## src/rtl/instr_mem_loader_pkg.sv

```systemverilog
// rtl/instr_mem_loader_pkg.sv - shared constants for the instruction memory loader
package instr_mem_loader_pkg;

  localparam logic [2:0] S_IDLE   = 3'd0;
  localparam logic [2:0] S_HDR_HI = 3'd1;
  localparam logic [2:0] S_HDR_LO = 3'd2;
  localparam logic [2:0] S_LOAD   = 3'd3;
  localparam logic [2:0] S_FINISH = 3'd4;
  localparam logic [2:0] S_ERROR  = 3'd5;

  localparam int LDR_HDR_W          = 16;
  localparam int LDR_NB_BYTE        = 8;
  localparam int LDR_BYTES_PER_WORD = 32 / LDR_NB_BYTE;

endpackage

```

## src/rtl/instr_mem_loader_byte_packer.sv

```systemverilog
// rtl/instr_mem_loader_byte_packer.sv - assembles big-endian words from a byte stream
module instr_mem_loader_byte_packer
  import instr_mem_loader_pkg::*;
#(
  parameter int NB_BITS = 32,
  parameter int NB_BYTE = LDR_NB_BYTE
) (
  input  logic               i_clk,
  input  logic               i_rst,
  input  logic               i_clear,
  input  logic               i_byte_valid,
  input  logic [NB_BYTE-1:0] i_byte,
  output logic [NB_BITS-1:0] o_word,
  output logic               o_word_valid
);

  localparam logic [1:0] LAST_BYTE = 2'(LDR_BYTES_PER_WORD - 1);

  logic [1:0]         r_cnt;
  logic [NB_BITS-1:0] r_shift;
  logic [NB_BITS-1:0] r_word;
  logic               r_word_valid;
  logic [NB_BITS-1:0] w_next_shift;

  assign w_next_shift = {r_shift[NB_BITS-NB_BYTE-1:0], i_byte};

  // Word output is registered so it lines up with the write-port timing one cycle after the last byte.
  always_ff @(posedge i_clk or posedge i_rst) begin
    if (i_rst) begin
      r_cnt        <= 2'd0;
      r_shift      <= '0;
      r_word       <= '0;
      r_word_valid <= 1'b0;
    end else begin
      r_word_valid <= 1'b0;
      if (i_clear) begin
        r_cnt   <= 2'd0;
        r_shift <= '0;
      end else if (i_byte_valid) begin
        r_shift <= w_next_shift;
        r_cnt   <= r_cnt + 2'd1;
        if (r_cnt == LAST_BYTE) begin
          r_word       <= w_next_shift;
          r_word_valid <= 1'b1;
        end
      end
    end
  end

  assign o_word       = r_word;
  assign o_word_valid = r_word_valid;

endmodule

```

## src/rtl/instr_mem_loader.sv

```systemverilog
// rtl/instr_mem_loader.sv - UART-fed program loader for the instruction RAM
module instr_mem_loader
  import instr_mem_loader_pkg::*;
#(
  parameter int NB_BITS   = 32,
  parameter int RAM_DEPTH = 10,
  parameter int NB_BYTE   = 8
) (
  input  logic                 i_clk,
  input  logic                 i_rst,
  input  logic                 i_start,
  input  logic [NB_BYTE-1:0]   i_rx_data,
  input  logic                 i_rx_valid,
  output logic [RAM_DEPTH-1:0] o_mem_addr,
  output logic [NB_BITS-1:0]   o_mem_data,
  output logic                 o_mem_we,
  output logic                 o_cpu_hold,
  output logic                 o_cpu_rst,
  output logic                 o_busy,
  output logic                 o_done,
  output logic                 o_error,
  output logic [RAM_DEPTH:0]   o_word_count
);

  localparam logic [31:0] CAPACITY = 32'd1 << RAM_DEPTH;

  logic [2:0]           r_state;
  logic [LDR_HDR_W-1:0] r_hdr;
  logic [RAM_DEPTH:0]   r_word_count;

  logic                 w_start_accept;
  logic [LDR_HDR_W-1:0] w_hdr_full;
  logic                 w_last_word;
  logic                 w_word_valid;
  logic [NB_BITS-1:0]   w_word;

  assign w_start_accept = i_start && ((r_state == S_IDLE) || (r_state == S_ERROR));
  assign w_hdr_full     = {r_hdr[LDR_HDR_W-1:NB_BYTE], i_rx_data};
  assign w_last_word    = (32'(r_word_count) + 32'd1) == 32'(r_hdr);

  instr_mem_loader_byte_packer #(
    .NB_BITS (NB_BITS),
    .NB_BYTE (NB_BYTE)
  ) u_packer (
    .i_clk        (i_clk),
    .i_rst        (i_rst),
    .i_clear      (w_start_accept),
    .i_byte_valid (i_rx_valid && (r_state == S_LOAD)),
    .i_byte       (i_rx_data),
    .o_word       (w_word),
    .o_word_valid (w_word_valid)
  );

  always_ff @(posedge i_clk or posedge i_rst) begin
    if (i_rst) begin
      r_state      <= S_IDLE;
      r_hdr        <= '0;
      r_word_count <= '0;
    end else begin
      case (r_state)
        S_IDLE, S_ERROR: begin
          if (w_start_accept) begin
            r_state      <= S_HDR_HI;
            r_word_count <= '0;
          end
        end
        S_HDR_HI: begin
          if (i_rx_valid) begin
            r_hdr[LDR_HDR_W-1:NB_BYTE] <= i_rx_data;
            r_state                    <= S_HDR_LO;
          end
        end
        S_HDR_LO: begin
          if (i_rx_valid) begin
            r_hdr <= w_hdr_full;
            if (w_hdr_full == '0)
              r_state <= S_FINISH;
            else if (32'(w_hdr_full) > CAPACITY)
              r_state <= S_ERROR;
            else
              r_state <= S_LOAD;
          end
        end
        S_LOAD: begin
          // Count advances after the write cycle, so the address seen during the write is the old count.
          if (w_word_valid) begin
            r_word_count <= r_word_count + 1'b1;
            if (w_last_word)
              r_state <= S_FINISH;
          end
        end
        S_FINISH: r_state <= S_IDLE;
        default:  r_state <= S_IDLE;
      endcase
    end
  end

  assign o_mem_we     = w_word_valid;
  assign o_mem_data   = w_word;
  assign o_mem_addr   = r_word_count[RAM_DEPTH-1:0];
  assign o_word_count = r_word_count;
  assign o_cpu_hold   = (r_state != S_IDLE);
  assign o_busy       = (r_state != S_IDLE) && (r_state != S_ERROR);
  assign o_error      = (r_state == S_ERROR);
  assign o_done       = (r_state == S_FINISH);
  assign o_cpu_rst    = (r_state == S_FINISH);

endmodule
```

## config.mk

```make
export PLATFORM = sky130hd
export DESIGN_NAME = instr_mem_loader
export DESIGN_NICKNAME = d
export VERILOG_FILES = /design/src/rtl/instr_mem_loader_pkg.sv /design/src/rtl/instr_mem_loader_byte_packer.sv /design/src/rtl/instr_mem_loader.sv
export SDC_FILE = /design/constraint.sdc
export NUM_CORES = 1
export LEC_CHECK = 0
export ABC_AREA = 1
export CORE_UTILIZATION = 35
export CTS_CLUSTER_SIZE = 40
export DETAILED_ROUTE_END_ITERATION = 12
export PLACE_DENSITY_LB_ADDON = 0.2
export SLEW_MARGIN = 20
export SYNTH_ARGS = -nofsm -noshare
export SYNTH_HDL_FRONTEND = slang
export SYNTH_SLANG_ARGS = --single-unit
```

## constraint.sdc

```tcl
create_clock -name i_clk -period 3.2 [get_ports i_clk]
set_input_delay 0.32 -clock i_clk [delete_from_list [all_inputs] [get_ports i_clk]]
set_output_delay 0.32 -clock i_clk [all_outputs]
set_load 0.1 [all_outputs]
```

Word level (Yosys, flattened, before mapping)
Cells that the tools add are included.

storage, ports and cells
  flip-flop bits (word level) = 89
  latch bits = 0
  memory bits (writable) = 0
  memory bits (read-only) = 0
  bits of input ports = 12
  output and inout port bits = 59
  memories kept = 0

operators by class
  add/subtract/negate cells = 3
  $mul = 0
  div/mod/pow operators = 0
  magnitude comparators = 1
  equality and inequality tests = 13
  shift operators = 0
  muxes and demuxes = 20
  bitwise gates (word level) = 2
  reduce and logical (&&, ||, !) cells = 15

operators with widths
  cell                   count
  $mux 24                2
  $mux 11                2
  $pmux 11 s2            1
  $mux 3                 7
  $eq 12x16->1           1
  $gt 16x11->1 const B   1
  $logic_not 16->1       1
  $pmux 8 s2             1
  $add 11x1->12 const B  1
  $pmux 3 s4             1
  $add 11x1->11 const B  1
  $reduce_and 3->1       3
  $mux 8                 1
  $eq 3x2->1 const B     2
  $eq 3x3->1 const B     2
  $ne 2x2->1 const B     3
  $reduce_and 5->1       1
  $mux 2                 2
  $ne 2x1->1 const B     2
  $reduce_bool 2->1      2
  $eq 3x1->1 const B     1
  $logic_and 1x1->1      3
  $logic_not 3->1        1
  $mux 1                 3
  other kinds (8)        9

Longest topological paths before layout
Gate-level depths: netlist (run 1).

  word-level depth = 5
  gate-level depth with buffers = 15
  gate-level depth less buffers = 15

By module
A second synthesis (run 1) with hierarchy kept.

unflattened totals
  cells, all modules = 574
  area total of the unflattened synthesis = 4445.5 µm²

by module, submodules not included
  module                        times used  cells each  area each (µm²)  sequential area each (µm²)
  instr_mem_loader_byte_packer  1           268         2413.6           1476.4
  instr_mem_loader              1           306         2031.9           750.7

Worst setup path before layout (run 1)
OpenSTA, ideal clock, no wires.

  kind = reg2out
  from = reg r_state[0]
  to = out o_done
  data arrival time = 3.121 ns
  data required time = 2.880 ns
  slack = -0.241 ns
  cell stages (with the launch flop) = 3
  buffers on the path = 1
  path through = dfrtp_1 > nor3_1 > buf_4

between the ends
  longest elaborated chain between the ends = 1

RTL lines
  element                 RTL line                RTL
  from (decl)             instr_mem_loader.sv:27  logic [2:0] r_state;
  from (signal assigned)  instr_mem_loader.sv:56  r_state <= S_IDLE;
  from (signal assigned)  instr_mem_loader.sv:63  r_state <= S_HDR_HI;
  from (signal assigned)  instr_mem_loader.sv:70  r_state <= S_HDR_LO;
  $eq 3x3->1              --
  to (decl)               instr_mem_loader.sv:20  output logic o_done,

No other way between the ends.

Worst setup path after layout (run 1)
  from = reg r_word_count[7] (netlist: o_word_count[7])
  to = out o_mem_addr[7]

RTL lines
  element                 RTL line                RTL
  from (decl)             instr_mem_loader.sv:29  logic [RAM_DEPTH:0] r_word_count;
  from (signal assigned)  instr_mem_loader.sv:87  r_word_count <= r_word_count + 1'b1;
  to (decl)               instr_mem_loader.sv:14  output logic [RAM_DEPTH-1:0] o_mem_addr,

No word-level cell between the ends.

==> out/results.tsv, run 1 <==
metric	value	unit
die-area	0.0124	mm²
ys_seq_elements	89	
viasPerCell	4.69	
core_area	0.0116	mm²
required	2880	ps
critical_path_buf_inv_count	1	
clockBufferDepth	2	
die_w	112	µm
synth.cell_area	0.00420	mm²
cts-root-buf	clkbuf_16	
tightest_slew	988	ps
synth_ff_type	dfrtp_1	
grt_pass1_wl	15900	µm
layout_min_cycle_time	2300	ps
period_share	0.718	
synth_edf_count	0	
critical-path-top-delay-family	buffers and inverters	
firstDrtPassIters	11	
track_usage	0.162	
clk_pin_slew	70	ps
cts_tree	yes	
r2r_start	r_state[1]$_DFFE_PP0P_	
start_util	0.363	
place_congestion	0.793	
leakagePower	2.38	nW
finalClockSkew	6.60	ps
grt.overflow.total	0	
end_kind	output port	
worstSetupPathType	reg2out	
finalHoldViolations	0	
n_antenna_cell	0	
fp.dieH	112	µm
status	finished with violations	
powerDensity	665	mW/mm²
cts_made_buffers	9	
dp_hpwl	6520	µm
violations	design-rule violations	
start_kind	flop	
clk_latency	340	ps
yosysSeqAreaShare	0.530	
min_path_type	in2async	
ctsResizeCount	0	
htree_levels	3	
cts_setup_buffers	0	
critPathLaunch	o_word_count[7]$_DFFE_PP0P_	
peakVddDrop	0.289	mV
path_cells	clkdlybuf4s50_1	
netlist-cell-type-count	28	
grt_max_degree	66	
cp_slowest_stage_delay	1180	ps
grt_pass1_vias	3214	
antenna_found_initial	0	
drcViolationCount	5	
final_nets	551	
wire_per_inst	13.4	µm
cts_hold_buf	0	
holdWs	350	ps
io_pins	71	
placementRows	39	
cp.arrival	1980	ps
final_layout_size_suffix_gt1_frac	0.153	
syn_area_per_cell	8.77	µm²
syn_inst	479	
synthArstFlopShare	1.00	
clock_sinks	89	
area_delta_synth_final	22.9	%
rsz0062_at_grt	no	
vias	3210	
ant_nets	0	
slew_headroom	0.339	
port_buffers	70	
slowest_stage	clkdlybuf4s50_1	
first_iter_violations	177	
crit_fanout	7	
maxCapViolations	0	
fmax	435	MHz
slew_violations	0	
ys.warnings.count	0	
totalWireLength	9210	µm
totalNegativeSetupSlack	0	ps
setup_viol	0	
synth.net_count	493	
==> where the power goes <==
group / total [mW] / switching (mW) / internal (mW)
Combinational: 1.02 / 0.734 / 0.285
Sequential: 1.42 / 0.121 / 1.30
Clock: 0.995 / 0.457 / 0.538
Total: 3.43 / 1.31 / 2.12
==> cell usage after synthesis (4+ instances only) <==
cell type	number	area [µm²]
inv_2	8	30.0
nand2_2	11	68.8
o21ai_1	18	90.1
dfrtp_1	89	2230
o22ai_1	32	200
nor2_2	5	31.3
o21ai_0	19	95.1
nor2_4	4	45.0
o21ai_2	19	166
nor2_1	14	52.6
nand4_1	5	31.3
inv_1	71	267
nand3_1	27	135
nand2_1	117	439
buf_6	8	90.1
buf_4	11	82.6
==> cells in the final DEF, fill, tap and decap left out, drive strengths merged, types with 5 or more instances in the layout <==
master / instances
clkbuf: 10
clkdlybuf4s50: 58
dfrtp: 89
inv: 81
nor2: 23
nand3: 30
o21ai: 56
nand2: 128
o22ai: 32
nand4: 5
buf: 14
==> cell families after synthesis <==
group,synth area share
buf+inv,0.119
xor+xnor,0.00417
flops,0.530
fa+ha+maj,0.00596
simple gates,0.205
compound gates,0.136
==> worst paths after layout <==
check	endpoint	slack, ps	cells past startpoint
hold reg to reg	u_packer.o_word[29]$_DFFE_PP0P_	490	2
hold / removal	u_packer.o_word[1]$_DFFE_PP0P_	350	2
setup / recovery	o_mem_addr[7]	900	1
max in group asynchronous	u_packer.o_word[30]$_DFFE_PP0P_	2150	3
setup reg to reg	u_packer.r_shift[15]$_DFFE_PP0P_	1250	9
min in group i_clk	u_packer.o_word[29]$_DFFE_PP0P_	490	2
==> cell type report <==
type,count,area (µm²)
tap,143,179
inverter,80,303
clock buffer,10,229
clock inverter,6,50.0
multi-input combinational,285,1480
sequential,89,2230
fill,1127,6400
timing repair buffer,72,698
==> state kept, by name, indices dropped and copies added (netlist names) <==
| name | cells |
|---|---|
| u_packer.r_shift | 24 |
| r_hdr | 16 |
| o_word_count | 11 |
| u_packer.o_word | 32 |
| r_state | 3 |
| u_packer.o_word_valid | 1 |
| u_packer.r_cnt | 2 |
==> per-stage QoR <==
step / cell area [µm²] / setup slack [ps] / util / cells / power [mW]
final: 5160 / 902 / 0.447 / 685 / 3.43
after global routing: 5160 / 828 / 0.447 / 685 / 3.67
after CTS: 5160 / 884 / 0.447 / 685 / 3.48
after detailed placement: 4880 / 1140 / 0.422 / 669 / 2.47
after global placement: 4880 / 1160 / 0.422 / 669 / 2.45
after floorplan: 4210 / 573 / - / 479 / 2.25
==> metal layers <==
layer	up-vias	part of all wire	track usage	wire (µm)
li1	1637	-	-	-
met1	1497	0.47	0.214	4330
met2	67	0.47	0.260	4360
met3	9	0.043	0.0430	397
met4	0	0.013	0.0523	119
met5	-	0	0	0
No activity file was read; power rests on OpenSTA's default activity.
==> run 2: changes to the inputs <==
- clock period: 3.2 -> 2.1 ns (I/O delays scaled with it)
==> run 2 against run 1 <==
Effect of this change:
- count of clock-buffer cells in the layout unchanged
- the run still ends with design-rule violations left
- largest power group unchanged
- via count up 2.8%
- register-to-register slack got worse by 1000 ps
- worst setup slack worse by 670 ps
- global-route usage grew 0.41 points
- utilization is 0.75 points higher
- die area did not move
- final area up 1.7%
==> out/results.tsv, run 2 (synthesis results as in run 1) <==
metric	value	unit
fin_area	0.00525	mm²
placed_cells	681	
ant_nets	0	
fp.dieH	112	µm
finalHoldViolations	0	
critPathLaunch	o_word_count[0]$_DFFE_PP0P_	
cts_made_buffers	9	
leakagePower	2.56	nW
fmax	536	MHz
fin_cells	697	
place_congestion	0.770	
required	2380	ps
final_nets	563	
multiInputGateArea	0.00149	mm²
rsz0062_at_grt	no	
reg2reg_to	r_state[2]$_DFFE_PP0P_	
start_util	0.363	
place_ws	131	ps
grt_max_degree	90	
viasPerCell	4.74	
r2r_start	o_word_count[0]$_DFFE_PP0P_	
grt_pass1_wl	16200	µm
port_buffers	70	
crit_fanout	6	
ctsResizeCount	0	
clk_latency	330	ps
die_w	112	µm
setup_ws	234	ps
die-area	0.0124	mm²
finalPower	5.62	mW
track_usage	0.166	
maxCapViolations	0	
n_antenna_cell	0	
grt_pass1_vias	3178	
vias	3301	
final_cell_mix	116 x nand2_1, 81 x dfrtp_1, 70 x inv_1	
grt.overflow.total	0	
ff_latch_area	0.00224	mm²
finalClockSkew	7.03	ps
rr_worst_depth	14	
end_kind	flop	
placementRows	39	
area_delta_synth_final	25.0	%
wire_per_inst	13.8	µm
final_common_cell	nand2_1	
htree_levels	3	
min_path_type	in2async	
io_pins	71	
tightest_slew	675	ps
status	finished with violations	
setup_viol	0	
cp.arrival	2140	ps
firstDrtPassIters	8	
fillers	1113	
antenna_found_initial	0	
placed_cell_area	0.00491	mm²
largest_register_ffs	32	
totalWireLength	9630	µm
clock_sinks	89	
core_area	0.0116	mm²
clk_pin_slew	70	ps
period_share	0.888	
slew_violations	0	
cts-root-buf	clkbuf_16	
final_layout_size_suffix_gt1_frac	0.274	
powerDensity	1070	mW/mm²
worstSetupPathType	reg2reg	
layout_min_cycle_time	1870	ps
start_kind	flop	
slew_headroom	0.548	
cts_tree	yes	
cts_setup_buffers	0	
peakVddDrop	0.524	mV
drcViolationCount	7	
cts_hold_buf	0	
clockBufferDepth	2	
r2r_slack	230	ps
first_iter_violations	159	
dp_hpwl	6850	µm
violations	design-rule violations	
[run 2: how the worst max path moves through the flow]
stage,endpoint,slack [ps]
floorplan,o_done,-260
global placement,u_packer.r_shift[6]$_DFFE_PP0P_,240
detailed placement,u_packer.r_shift[23]$_DFFE_PP0P_,130
CTS,u_packer.r_shift[23]$_DFFE_PP0P_,120
global route,r_state[0]$_DFFE_PP0P_,70
finish,r_state[2]$_DFFE_PP0P_,230
[run 2: report_power, final]
| part | internal (mW) | switching [mW] |
|---|---|---|
| Combinational | 0.521 | 1.15 |
| Sequential | 1.98 | 0.191 |
| Clock | 1.09 | 0.697 |
[run 2: layer usage]
layer | share of wire | GRT usage | up-vias
li1 | - | - | 1677
met1 | 0.47 | 0.222 | 1544
met2 | 0.47 | 0.267 | 66
met3 | 0.038 | 0.0365 | 14
met4 | 0.015 | 0.0604 | 0
met5 | 0 | 0 | -
[run 2: area by class of cell]
class	count	area share
Sequential cell	89	0.426
Inverter	80	0.0582
Tap cell	143	0.0341
Clock inverter	6	0.0179
Clock buffer	10	0.0455
Timing Repair Buffer	84	0.135
Multi-Input combinational cell	285	0.283
[run 2: critical path, cell delays in order (launching register included)]
cell and delay, ps:
dfrtp_2 460, ha_1 250, nand2_2 130, nor2_4 50
nand2_2 70, clkinv_2 90, nand2_1 90, nand2_1 70
nand3_1 70, nand2_1 60, nor2_1 120, nand3_2 130
nand2_2 100, nand2_1 60, nand2_1 60
[run 2: per-stage QoR]
step                      utilization  TNS, ps  hold slack, ps
after floorplan                     -     -256             406
after global placement          0.425        0             468
after detailed placement        0.425        0             477
after CTS                       0.453        0             375
after global routing            0.454        0             410
final                           0.454        0             358
==> run 3: changes to the inputs <==
- SKIP_LAST_GASP: unset -> 1
==> results of run 3 <==
No change in the layout: final DEF, timing and power equal those of run 2.
